===== src/rtl/stack_pusher.sv =====
// -----------------------------------------------------------------------------
// stack_pusher
//
// Push sequencer for the 6502 core. It takes a push request from the
// control/execute logic and writes one, two or three bytes into page-one stack
// memory at descending addresses. When the frame is complete it hands back the
// updated stack pointer.
//   kind 0 : single byte (PHA/PHP)           -> push_data
//   kind 1 : return address (JSR)            -> pc[15:8], pc[7:0]
//   kind 2 : interrupt frame (BRK/IRQ/NMI)   -> pc[15:8], pc[7:0], P
//   kind 3 : reserved, answered with a one-cycle err pulse
//
// Ports
//   phi1       in   clock, all state changes on its rising edge
//   reset      in   synchronous active-high reset
//   push_req   in   start request, only looked at while idle
//   push_kind  in   frame type (see above)
//   push_data  in   byte pushed for kind 0
//   pc         in   address pushed for kinds 1 and 2, used exactly as given
//   status     in   P register pushed for kind 2
//   brk        in   kind 2 only: value of bit 4 in the pushed P
//   sp         in   current stack pointer, captured when a request is accepted
//   busy       out  high from the accept cycle through the DONE cycle
//   wr_en      out  memory write strobe, one byte per cycle
//   addr       out  write address, high byte always the stack page
//   data_out   out  write data
//   done       out  one-cycle completion pulse
//   sp_load    out  pulses with done; consumer loads sp_next
//   sp_next    out  stack pointer after the frame
//   err        out  one-cycle pulse when a reserved kind is accepted
//   wrap       out  stack-wrap flag
//
// Build option
//   STACK_WRAP_FLAG_EN : when defined, wrap pulses with done if any byte of the
//                        frame was written below the 8'h00 stack slot (the
//                        pointer passed zero). When undefined, wrap is 0.
// -----------------------------------------------------------------------------
module stack_pusher #(
    parameter int                    REG_WIDTH  = 8,
    parameter int                    ADDR_WIDTH = 16,
    parameter logic [ADDR_WIDTH-1:0] STACK_BASE = 16'h0100
) (
    input  logic                  phi1,
    input  logic                  reset,
    input  logic                  push_req,
    input  logic [1:0]            push_kind,
    input  logic [REG_WIDTH-1:0]  push_data,
    input  logic [ADDR_WIDTH-1:0] pc,
    input  logic [REG_WIDTH-1:0]  status,
    input  logic                  brk,
    input  logic [REG_WIDTH-1:0]  sp,
    output logic                  busy,
    output logic                  wr_en,
    output logic [ADDR_WIDTH-1:0] addr,
    output logic [REG_WIDTH-1:0]  data_out,
    output logic                  done,
    output logic                  sp_load,
    output logic [REG_WIDTH-1:0]  sp_next,
    output logic                  err,
    output logic                  wrap
);

    typedef enum logic [2:0] {
        IDLE  = 3'd0,
        PUSH0 = 3'd1,
        PUSH1 = 3'd2,
        PUSH2 = 3'd3,
        DONE  = 3'd4
    } state_t;

    state_t state_q, state_d;

    // Request fields captured at accept; the frame is built only from these.
    logic [1:0]            kind_cap;
    logic [1:0]            n_cap;
    logic [REG_WIDTH-1:0]  data_cap;
    logic [ADDR_WIDTH-1:0] pc_cap;
    logic [REG_WIDTH-1:0]  status_cap;
    logic                  brk_cap;
    logic [REG_WIDTH-1:0]  sp_cap;

    // Next values of the registered outputs.
    logic                  busy_d, wr_en_d, done_d, sp_load_d, err_d, wrap_d;
    logic [ADDR_WIDTH-1:0] addr_d;
    logic [REG_WIDTH-1:0]  data_d, sp_next_d;

    // Operand sources for the output decode.
    logic [1:0]            kind_src, n_src, k_idx;
    logic [REG_WIDTH-1:0]  data_src, status_src, sp_src, p_byte, sp_low;
    logic [ADDR_WIDTH-1:0] pc_src;
    logic                  brk_src;

    logic accept;
    logic n_is_1, n_is_2;

    assign accept = (state_q == IDLE) && push_req && (push_kind != 2'd3);
    assign n_is_1 = (state_q == IDLE) ? (push_kind == 2'd0) : (n_cap == 2'd1);
    assign n_is_2 = (state_q == IDLE) ? (push_kind == 2'd1) : (n_cap == 2'd2);

    // State register.
    always_ff @(posedge phi1) begin
        if (reset) begin
            state_q <= IDLE;
        end else begin
            state_q <= state_d;
        end
    end

    // Next-state logic: walk PUSH0..PUSH(n-1), then DONE, then back to IDLE.
    // Requests are only looked at in IDLE; reserved kinds never leave IDLE.
    always_comb begin
        state_d = state_q;
        case (state_q)
            IDLE:    if (accept) state_d = PUSH0;
            PUSH0:   state_d = (n_cap == 2'd1) ? DONE : PUSH1;
            PUSH1:   state_d = (n_cap == 2'd2) ? DONE : PUSH2;
            PUSH2:   state_d = DONE;
            DONE:    state_d = IDLE;
            default: state_d = IDLE;
        endcase
    end

    // Output decode. Outputs are registered from the *next* state so that the
    // first write appears in the cycle right after the accept edge. On the
    // accept edge itself the capture registers are not loaded yet, so the
    // request inputs are used directly while in IDLE.
    always_comb begin
        kind_src   = (state_q == IDLE) ? push_kind : kind_cap;
        data_src   = (state_q == IDLE) ? push_data : data_cap;
        pc_src     = (state_q == IDLE) ? pc        : pc_cap;
        status_src = (state_q == IDLE) ? status    : status_cap;
        brk_src    = (state_q == IDLE) ? brk       : brk_cap;
        sp_src     = (state_q == IDLE) ? sp        : sp_cap;

        case (kind_src)
            2'd0:    n_src = 2'd1;
            2'd1:    n_src = 2'd2;
            default: n_src = 2'd3;
        endcase

        // Pushed P always has bit 5 set; bit 4 reflects BRK versus IRQ/NMI.
        p_byte    = status_src;
        p_byte[5] = 1'b1;
        p_byte[4] = brk_src;

        busy_d    = (state_d != IDLE);
        wr_en_d   = 1'b0;
        done_d    = 1'b0;
        sp_load_d = 1'b0;
        wrap_d    = 1'b0;
        err_d     = (state_q == IDLE) && push_req && (push_kind == 2'd3);
        addr_d    = addr;
        data_d    = data_out;
        sp_next_d = sp_next;
        k_idx     = 2'd0;

        case (state_d)
            PUSH0: begin wr_en_d = 1'b1; k_idx = 2'd0; end
            PUSH1: begin wr_en_d = 1'b1; k_idx = 2'd1; end
            PUSH2: begin wr_en_d = 1'b1; k_idx = 2'd2; end
            DONE: begin
                done_d    = 1'b1;
                sp_load_d = 1'b1;
                sp_next_d = sp_src - REG_WIDTH'(n_src);
                // A write went below slot 00 exactly when sp_cap < n-1.
                wrap_d    = (sp_src < REG_WIDTH'(n_src - 2'd1));
            end
            default: ;
        endcase

        sp_low = sp_src - REG_WIDTH'(k_idx);

        if (wr_en_d) begin
            addr_d = {STACK_BASE[ADDR_WIDTH-1:REG_WIDTH], sp_low};
            case (k_idx)
                2'd0:    data_d = (kind_src == 2'd0) ? data_src
                                                     : pc_src[2*REG_WIDTH-1 -: REG_WIDTH];
                2'd1:    data_d = pc_src[REG_WIDTH-1:0];
                default: data_d = p_byte;
            endcase
        end
    end

    // Capture registers, loaded only when a request is accepted.
    always_ff @(posedge phi1) begin
        if (reset) begin
            kind_cap   <= 2'd0;
            n_cap      <= 2'd0;
            data_cap   <= '0;
            pc_cap     <= '0;
            status_cap <= '0;
            brk_cap    <= 1'b0;
            sp_cap     <= '0;
        end else if (accept) begin
            kind_cap   <= push_kind;
            n_cap      <= n_is_1 ? 2'd1 : (n_is_2 ? 2'd2 : 2'd3);
            data_cap   <= push_data;
            pc_cap     <= pc;
            status_cap <= status;
            brk_cap    <= brk;
            sp_cap     <= sp;
        end
    end

    // Output registers. Reset clears everything, which also abandons any
    // partial frame without a done/sp_load.
    always_ff @(posedge phi1) begin
        if (reset) begin
            busy     <= 1'b0;
            wr_en    <= 1'b0;
            addr     <= '0;
            data_out <= '0;
            done     <= 1'b0;
            sp_load  <= 1'b0;
            sp_next  <= '0;
            err      <= 1'b0;
        end else begin
            busy     <= busy_d;
            wr_en    <= wr_en_d;
            addr     <= addr_d;
            data_out <= data_d;
            done     <= done_d;
            sp_load  <= sp_load_d;
            sp_next  <= sp_next_d;
            err      <= err_d;
        end
    end

`ifdef STACK_WRAP_FLAG_EN
    // Wrap flag register, pulsed together with done.
    always_ff @(posedge phi1) begin
        if (reset) begin
            wrap <= 1'b0;
        end else begin
            wrap <= wrap_d;
        end
    end
`else
    assign wrap = 1'b0;
    logic unused_wrap;
    assign unused_wrap = wrap_d;
`endif

endmodule


===== config.mk =====
export PLATFORM = sky130hd
export DESIGN_NAME = stack_pusher
export DESIGN_NICKNAME = d
export VERILOG_FILES = /design/src/rtl/stack_pusher.sv
export SDC_FILE = /design/constraint.sdc
export NUM_CORES = 1
export LEC_CHECK = 0
export BUFFER_PORTS_ARGS = -buffer_cell sky130_fd_sc_hd__buf_2
export CAP_MARGIN = 20
export CORE_MARGIN = 3
export CORE_UTILIZATION = 56
export DETAILED_ROUTE_END_ITERATION = 12
export HOLD_SLACK_MARGIN = 0.15
export PLACE_DENSITY_LB_ADDON = 0.08
export SETUP_SLACK_MARGIN = 0.02
export SYNTH_ARGS = -nofsm -noshare
export SYNTH_HDL_FRONTEND = slang
export SYNTH_SLANG_ARGS = --single-unit

===== constraint.sdc =====
create_clock -name phi1 -period 4.8 [get_ports phi1]
set_clock_uncertainty 0.1 [all_clocks]
set_input_delay 0.96 -clock phi1 [delete_from_list [all_inputs] [get_ports phi1]]
set_output_delay 0.96 -clock phi1 [all_outputs]
set_load 0.05 [all_outputs]

==> reports/results.tsv, run 1 <==
metric	value	unit
tns	0	ps
wl_per_cell	15.0	µm
rsz0062_at_grt	no	
setup_viol	0	
place_hpwl	5530	µm
ys_types	49	
vias_per_cell	5.56	
drt_wl_total	7670	µm
holdPathStages	2	
grt_usage	24.2	%
cts_resized	0	
r2r-start	state_q[2]	
ff2ff_path_depth	9	
initial_core_util	59.7	%
die_height	81.2	µm
cp-startpoint	state_q[2]	
fmax	284	MHz
arrival	3620	ps
start_kind	register	
finalInstanceArea	0.00366	mm²
crit_fanout	24	
via_count	2839	
clk_root_buffer_cell	clkbuf_8	
ys_warn_count	0	
die-area	0.00660	mm²
drive_gt1_share	24.3	%
cts_inserted_buffers	9	
synthArstFlopShare	0	%
grt_pass1_wl	12100	µm
finalHoldViolations	0	
critPathKind	reg -> reg	
post_cts_buffers	0	
grt_max_degree	61	
h-tree-depth	3	
boundaryPins	84	
clk_pin_slew	70	ps
grt_pass1_vias	2455	
hold_path_class	reg -> reg	
synth_cells	379	
syn_area	0.00317	mm²
hp-start	addr[4]	
ys.flop_type	dfxtp_1	
grt_overflow_total	0	
std_cell_rows	26	
required	4900	ps
clock_latency	340	ps
synth_edf_count	0	
avgSynthCellArea	8.36	µm²
drc_errors	0	
hold_buffers	0	
relSlewSlack	28.4	%
slew_viol_final	0	
detailedPlace.worstSlack	1290	ps
ys_seq_area_share	39.8	%
first_iter_violations	155	
gp_congestion	0.883	
io_buffers	73	
die_w	81.2	µm
antenna_found_initial	0	
max-clock-path-buffers	2	
cts_tree	built	
ys_ff_latch	63	
final_nets	489	
status	finished clean	
power.density	441	mW/mm²
r2r_end	sp_next[6]	
dpl_cell_area	0.00346	mm²
postRouteAntennaNets	0	
fin_crit_sh	73.4	%
n_antenna_cell	0	
design.core.area	0.00530	mm²
min_to	addr[4]	
setup_slack	1280	ps
maxCapViolCount	0	
cts.sinks	63	
fin_crit	3520	ps
crit_path_end_kind	register	
power_leakage	0.00157	µW
rrSetupSlack	1280	ps
first_pass_iters	4	
peakVddDrop	0.263	mV
area_growth	15.6	%
worst_pin_slew	1070	ps
## report_power, final
group | switching [µW] | internal (µW)
Combinational | 365 | 171
Clock | 198 | 265
Sequential | 34.0 | 582
## worst max-delay path by stage
stage / end / slack, ps / depth (start not counted)
6_report: sp_next[6] / 1280 / 9
2_1_floorplan: sp_next[7] / 1560 / 13
4_1_cts: sp_next[6] / 1290 / 9
3_3_place_gp: sp_next[6] / 1380 / 9
5_1_grt: sp_next[6] / 1120 / 9
3_5_place_dp: sp_next[6] / 1290 / 9
## per-stage QoR
step	hold WS, ps	util [%]	instances	total power [µW]
finish	347	69.1	511	1610
global placement	337	65.3	496	1150
global route	374	69.1	511	1700
CTS	351	69.1	511	1620
detailed placement	344	65.3	496	1160
floorplan	332	-	386	1050
## synthesized netlist by cell type (3+ instances only)
library cell  instances  share of area (%)
a211oi_1              8                1.9
a21oi_1              41                6.5
a311oi_1              6                1.7
a31oi_1               4               0.79
and3_1                3               0.59
buf_2                 5               0.79
buf_4                11                2.6
buf_6                 3                1.1
clkbuf_1             17                2.0
dfxtp_1              63                 40
ha_1                  4                1.6
inv_1                 6               0.71
mux2_2                6                2.1
mux2i_1               8                2.5
nand2_1              76                9.0
nand2b_1              6                1.2
nand3_1              12                1.9
nor2_1               29                3.4
nor2b_1               3               0.59
nor3_1                8                1.3
nor3b_1               4               0.95
o211ai_1              7                1.7
o21ai_0               7                1.1
o221ai_1              6                1.7
xnor2_1               5                1.4
## cells by family (layout without fill, tap and decap cells)
family	Yosys count	after routing	synth area share, %
AO/OA/AOI/OAI	92	92	20.1
buffers and inverters	43	98	7.31
AND/OR/NAND/NOR	151	151	21.7
adder cells (fa/ha/maj)	6	6	2.84
XOR/XNOR	6	6	1.66
other	1	8	0.118
multiplexers	17	17	6.44
flip-flops	63	63	39.8
## layout make-up
| cell class | count | area (µm²) |
|---|---|---|
| Inverter | 7 | 26.3 |
| Clock inverter | 3 | 42.5 |
| Sequential cell | 63 | 1260 |
| Timing Repair Buffer | 76 | 388 |
| Tap cell | 70 | 87.6 |
| Multi-Input combinational cell | 280 | 1700 |
| Clock buffer | 12 | 155 |
| Fill cell | 446 | 1640 |
## critical path, cell delays in order, from the launching register on
cell and delay, ps:
dfxtp_1 380, nor3_4 890, mux2i_1 430, ha_1 240
inv_1 60, fa_1 410, a211oi_1 390, a31oi_1 140
a211oi_1 280, nor3_1 90
## registers in the layout (all words and copies together) (netlist names)
name	flops
data_cap	2
brk_cap	1
wr_en	1
addr	9
n_cap	2
kind_cap	2
state_q	3
sp_next	8
pc_cap	10
busy	1
data_out	8
status_cap	6
sp_cap	8
err	1
sp_load	1
## layer usage
metal,vias to the layer above,wire length [µm],GRT usage (%)
met5,-,0,0
li1,1430,-,-
met3,5,574,7.10
met4,0,53,5.57
met2,102,3500,35.9
met1,1302,3540,34.5
## placed cells by master (no fill, tap or decap), drive strengths merged, types with 3 or more instances in the layout
| cell | Yosys | routed |
|---|---|---|
| mux2 | 8 | 8 |
| nor2 | 30 | 30 |
| buf | 19 | 76 |
| conb | 1 | 8 |
| a31oi | 4 | 4 |
| nand3 | 13 | 13 |
| and3 | 3 | 3 |
| a21oi | 42 | 42 |
| nor2b | 3 | 3 |
| inv | 6 | 6 |
| mux2i | 8 | 8 |
| nand2b | 6 | 6 |
| nor3b | 4 | 4 |
| o221ai | 6 | 6 |
| ha | 4 | 4 |
| clkbuf | 17 | 12 |
| a211oi | 8 | 8 |
| nand2 | 76 | 76 |
| nor3 | 9 | 9 |
| a311oi | 6 | 6 |
| dfxtp | 63 | 63 |
| o21ai | 7 | 7 |
| xnor2 | 5 | 5 |
| o211ai | 7 | 7 |
Power figures use the tool's default switching activity.
==> inputs of run 2 (changes only) <==
Settings changed: ABC_AREA from default to 1, CORE_UTILIZATION 56 to 49.
Clock period 4.8 ns to 3.1 ns, I/O delays scaled along.
==> run 2 against run 1 <==
Core utilization down 9.8 points. Wire length rose by 25%. First-iteration DRC count grew 6.5%. Die area is 36% higher. Worst hold slack better by 3.5 ps. Register-to-register slack got worse by 830 ps. Power rose by 97%. Cell area rose by 20%. Sequential cell count is 12 higher. Synthesized area increased by 22%. Global-route usage shrank 2.3 points. Count of clock-buffer cells in the layout fell by 2. Largest power group is now combinational logic.
==> reports/results.tsv, run 2 <==
metric	value	unit
initial_core_util	51.8	%
first_iter_violations	165	
place_hpwl	6730	µm
avgSynthCellArea	6.64	µm²
hold_path_class	reg -> reg	
max-clock-path-buffers	2	
fin_crit	2660	ps
rrSetupSlack	440	ps
ys_warn_count	0	
critPathKind	reg -> reg	
layout_common_cells	nand2_1 (193), dfxtp_1 (75), buf_2 (73), inv_1 (63), a21oi_1 (61)	
boundaryPins	84	
ys_top_cells_by_count	nand2_1 (193), dfxtp_1 (75), inv_1 (63), a21oi_1 (61), nor2_1 (33)	
stdcell_count	744	
post-synth-top-count-cell	nand2_1	
clk_root_buffer_cell	clkbuf_8	
antenna_found_initial	0	
ff_latch_area	0.00150	mm²
ys_types	34	
top_regs	pc_cap x16, addr x9	
grt_pass1_vias	3292	
rsz0062_at_grt	no	
setup_slack	443	ps
grt_overflow_total	0	
die_w	94.7	µm
slew_viol_final	0	
status	finished clean	
n_antenna_cell	0	
fin_crit_sh	85.7	%
tns	0	ps
postRouteAntennaNets	0	
required	3250	ps
wl_per_cell	12.9	µm
dp_cells	729	
peakVddDrop	0.308	mV
cp_num_cells	13	
crit_fanout	30	
critical_path.cell_chain	nor2_4 -> nand2_4 -> nand2_1 -> nand2_1 -> nor2_2 -> ha_1 -> a21oi_1 -> and2_0 -> nand2_1 -> nand2_1 -> nand3_1 -> nand2_1 -> inv_1	
power_leakage	0.00220	µW
clock_latency	350	ps
design.core.area	0.00745	mm²
area_growth	14.5	%
cp_top_family	simple AND/OR/NAND/NOR gates	
h-tree-depth	3	
synth_edf_count	0	
arrival	2810	ps
cts.sinks	75	
vias_per_cell	4.96	
std_cell_rows	31	
slowest_delay	380	ps
cts_resized	0	
layout_commonest_cell	nand2_1	
clk_pin_slew	80	ps
final_nets	693	
io_buffers	73	
start_kind	register	
fin_util	59.3	%
ys_seq_area_share	38.9	%
detailedPlace.worstSlack	444	ps
ys.flop_type	dfxtp_1	
first_pass_iters	5	
maxCapViolCount	0	
ys_ff_latch	75	
syn_area	0.00385	mm²
grt_max_degree	37	
critical_path_buf_inv_count	1	
cts_tree	built	
synthTopCellsByArea	dfxtp_1 (39%), nand2_1 (19%), a21oi_1 (7.9%)	
die-area	0.00897	mm²
hold_buffers	0	
ff2ff_path_depth	13	
multiInputGateArea	0.00190	mm²
grt_pass1_wl	15400	µm
synth_cells	581	
gp_congestion	0.852	
fillCellCount	785	
regMostFlops	pc_cap	
relSlewSlack	50.1	%
via_count	3693	
drt_wl_total	9570	µm
finalInstanceArea	0.00441	mm²
crit_path_end_kind	register	
grt_usage	21.8	%
cp_common_cell	nand2_1	
fmax	376	MHz
yosys.area.top_type	dfxtp_1	
holdPathStages	2	
synthArstFlopShare	0	%
cts_inserted_buffers	9	
setup_viol	0	
finalHoldViolations	0	
worst_pin_slew	748	ps
power.density	721	mW/mm²
drc_errors	0	
synth_top_area_share	38.9	%
die_height	94.7	µm
post_cts_buffers	0	
largest_register_ffs	16	
worst_path_max_delay_cell	nor2_2	
drive_gt1_share	17.5	%
dpl_cell_area	0.00420	mm²
[run 2: changes by cell type after synthesis, moves of 12 or more]
cell / previous run / this run
nand2_1: 76 / 193
inv_1: 6 / 63
o21ai_0: 7 / 32
a21oi_1: 41 / 61
o21ai_1: 0 / 19
dfxtp_1: 63 / 75
[run 2: path summary, 6_finish.rpt]
kind                   start    endpoint
hold / removal       addr[8]     addr[8]
setup / recovery  state_q[0]  sp_next[7]
hold reg to reg      addr[8]     addr[8]
setup reg to reg  state_q[0]  sp_next[7]
[run 2: worst reg2reg max path, delay by kind of cell, from the launching register on]
family / cells / cell delay, ps
AO/OA/AOI/OAI: 1 / 130
adder cells (fa/ha/maj): 1 / 310
AND/OR/NAND/NOR: 10 / 1640
buffers and inverters: 1 / 30
flip-flops: 1 / 360
[run 2: final cells by class]
cell class | instances | share of cell area [%]
Clock buffer | 10 | 3.12
Clock inverter | 5 | 1.76
Inverter | 69 | 5.87
Multi-Input combinational cell | 407 | 43.1
Sequential cell | 75 | 34.0
Tap cell | 99 | 2.81
Timing Repair Buffer | 79 | 9.30
[run 2: logic make-up (layout without fill, tap and decap cells)]
| logic type | count (synthesis) | count (layout) | synth area share, % |
|---|---|---|---|
| AOI/OAI and AO/OA | 126 | 126 | 17.6 |
| xor gates and xnor gates | 3 | 3 | 0.682 |
| adders and majority gates | 6 | 6 | 2.34 |
| buffers and inverters | 106 | 163 | 12.4 |
| DFF | 75 | 75 | 38.9 |
| other | 1 | 8 | 0.0973 |
| and+or+nand+nor | 264 | 264 | 28.0 |
[run 2: through the flow]
| stage | hold WS (ps) | power, µW |
|---|---|---|
| after floorplan | 325 | 2120 |
| final | 351 | 3180 |
| after detailed placement | 335 | 2370 |
| after global routing | 377 | 3390 |
| after global placement | 334 | 2350 |
| after CTS | 353 | 3200 |
[run 2: power breakdown]
part	total, µW	switching (µW)	leakage, µW	internal, µW
combinational	1200	877	0.00147	321
clock	832	364	0.000108	468
sequential	1150	56.8	0.000617	1090
total	3180	1300	0.00220	1880
[run 2: routing by layer]
layer | share of wire, % | track usage [%]
met2 | 49 | 37.5
met4 | 1.3 | 7.09
met3 | 5.2 | 3.59
met1 | 45 | 27.8
met5 | 0 | 0
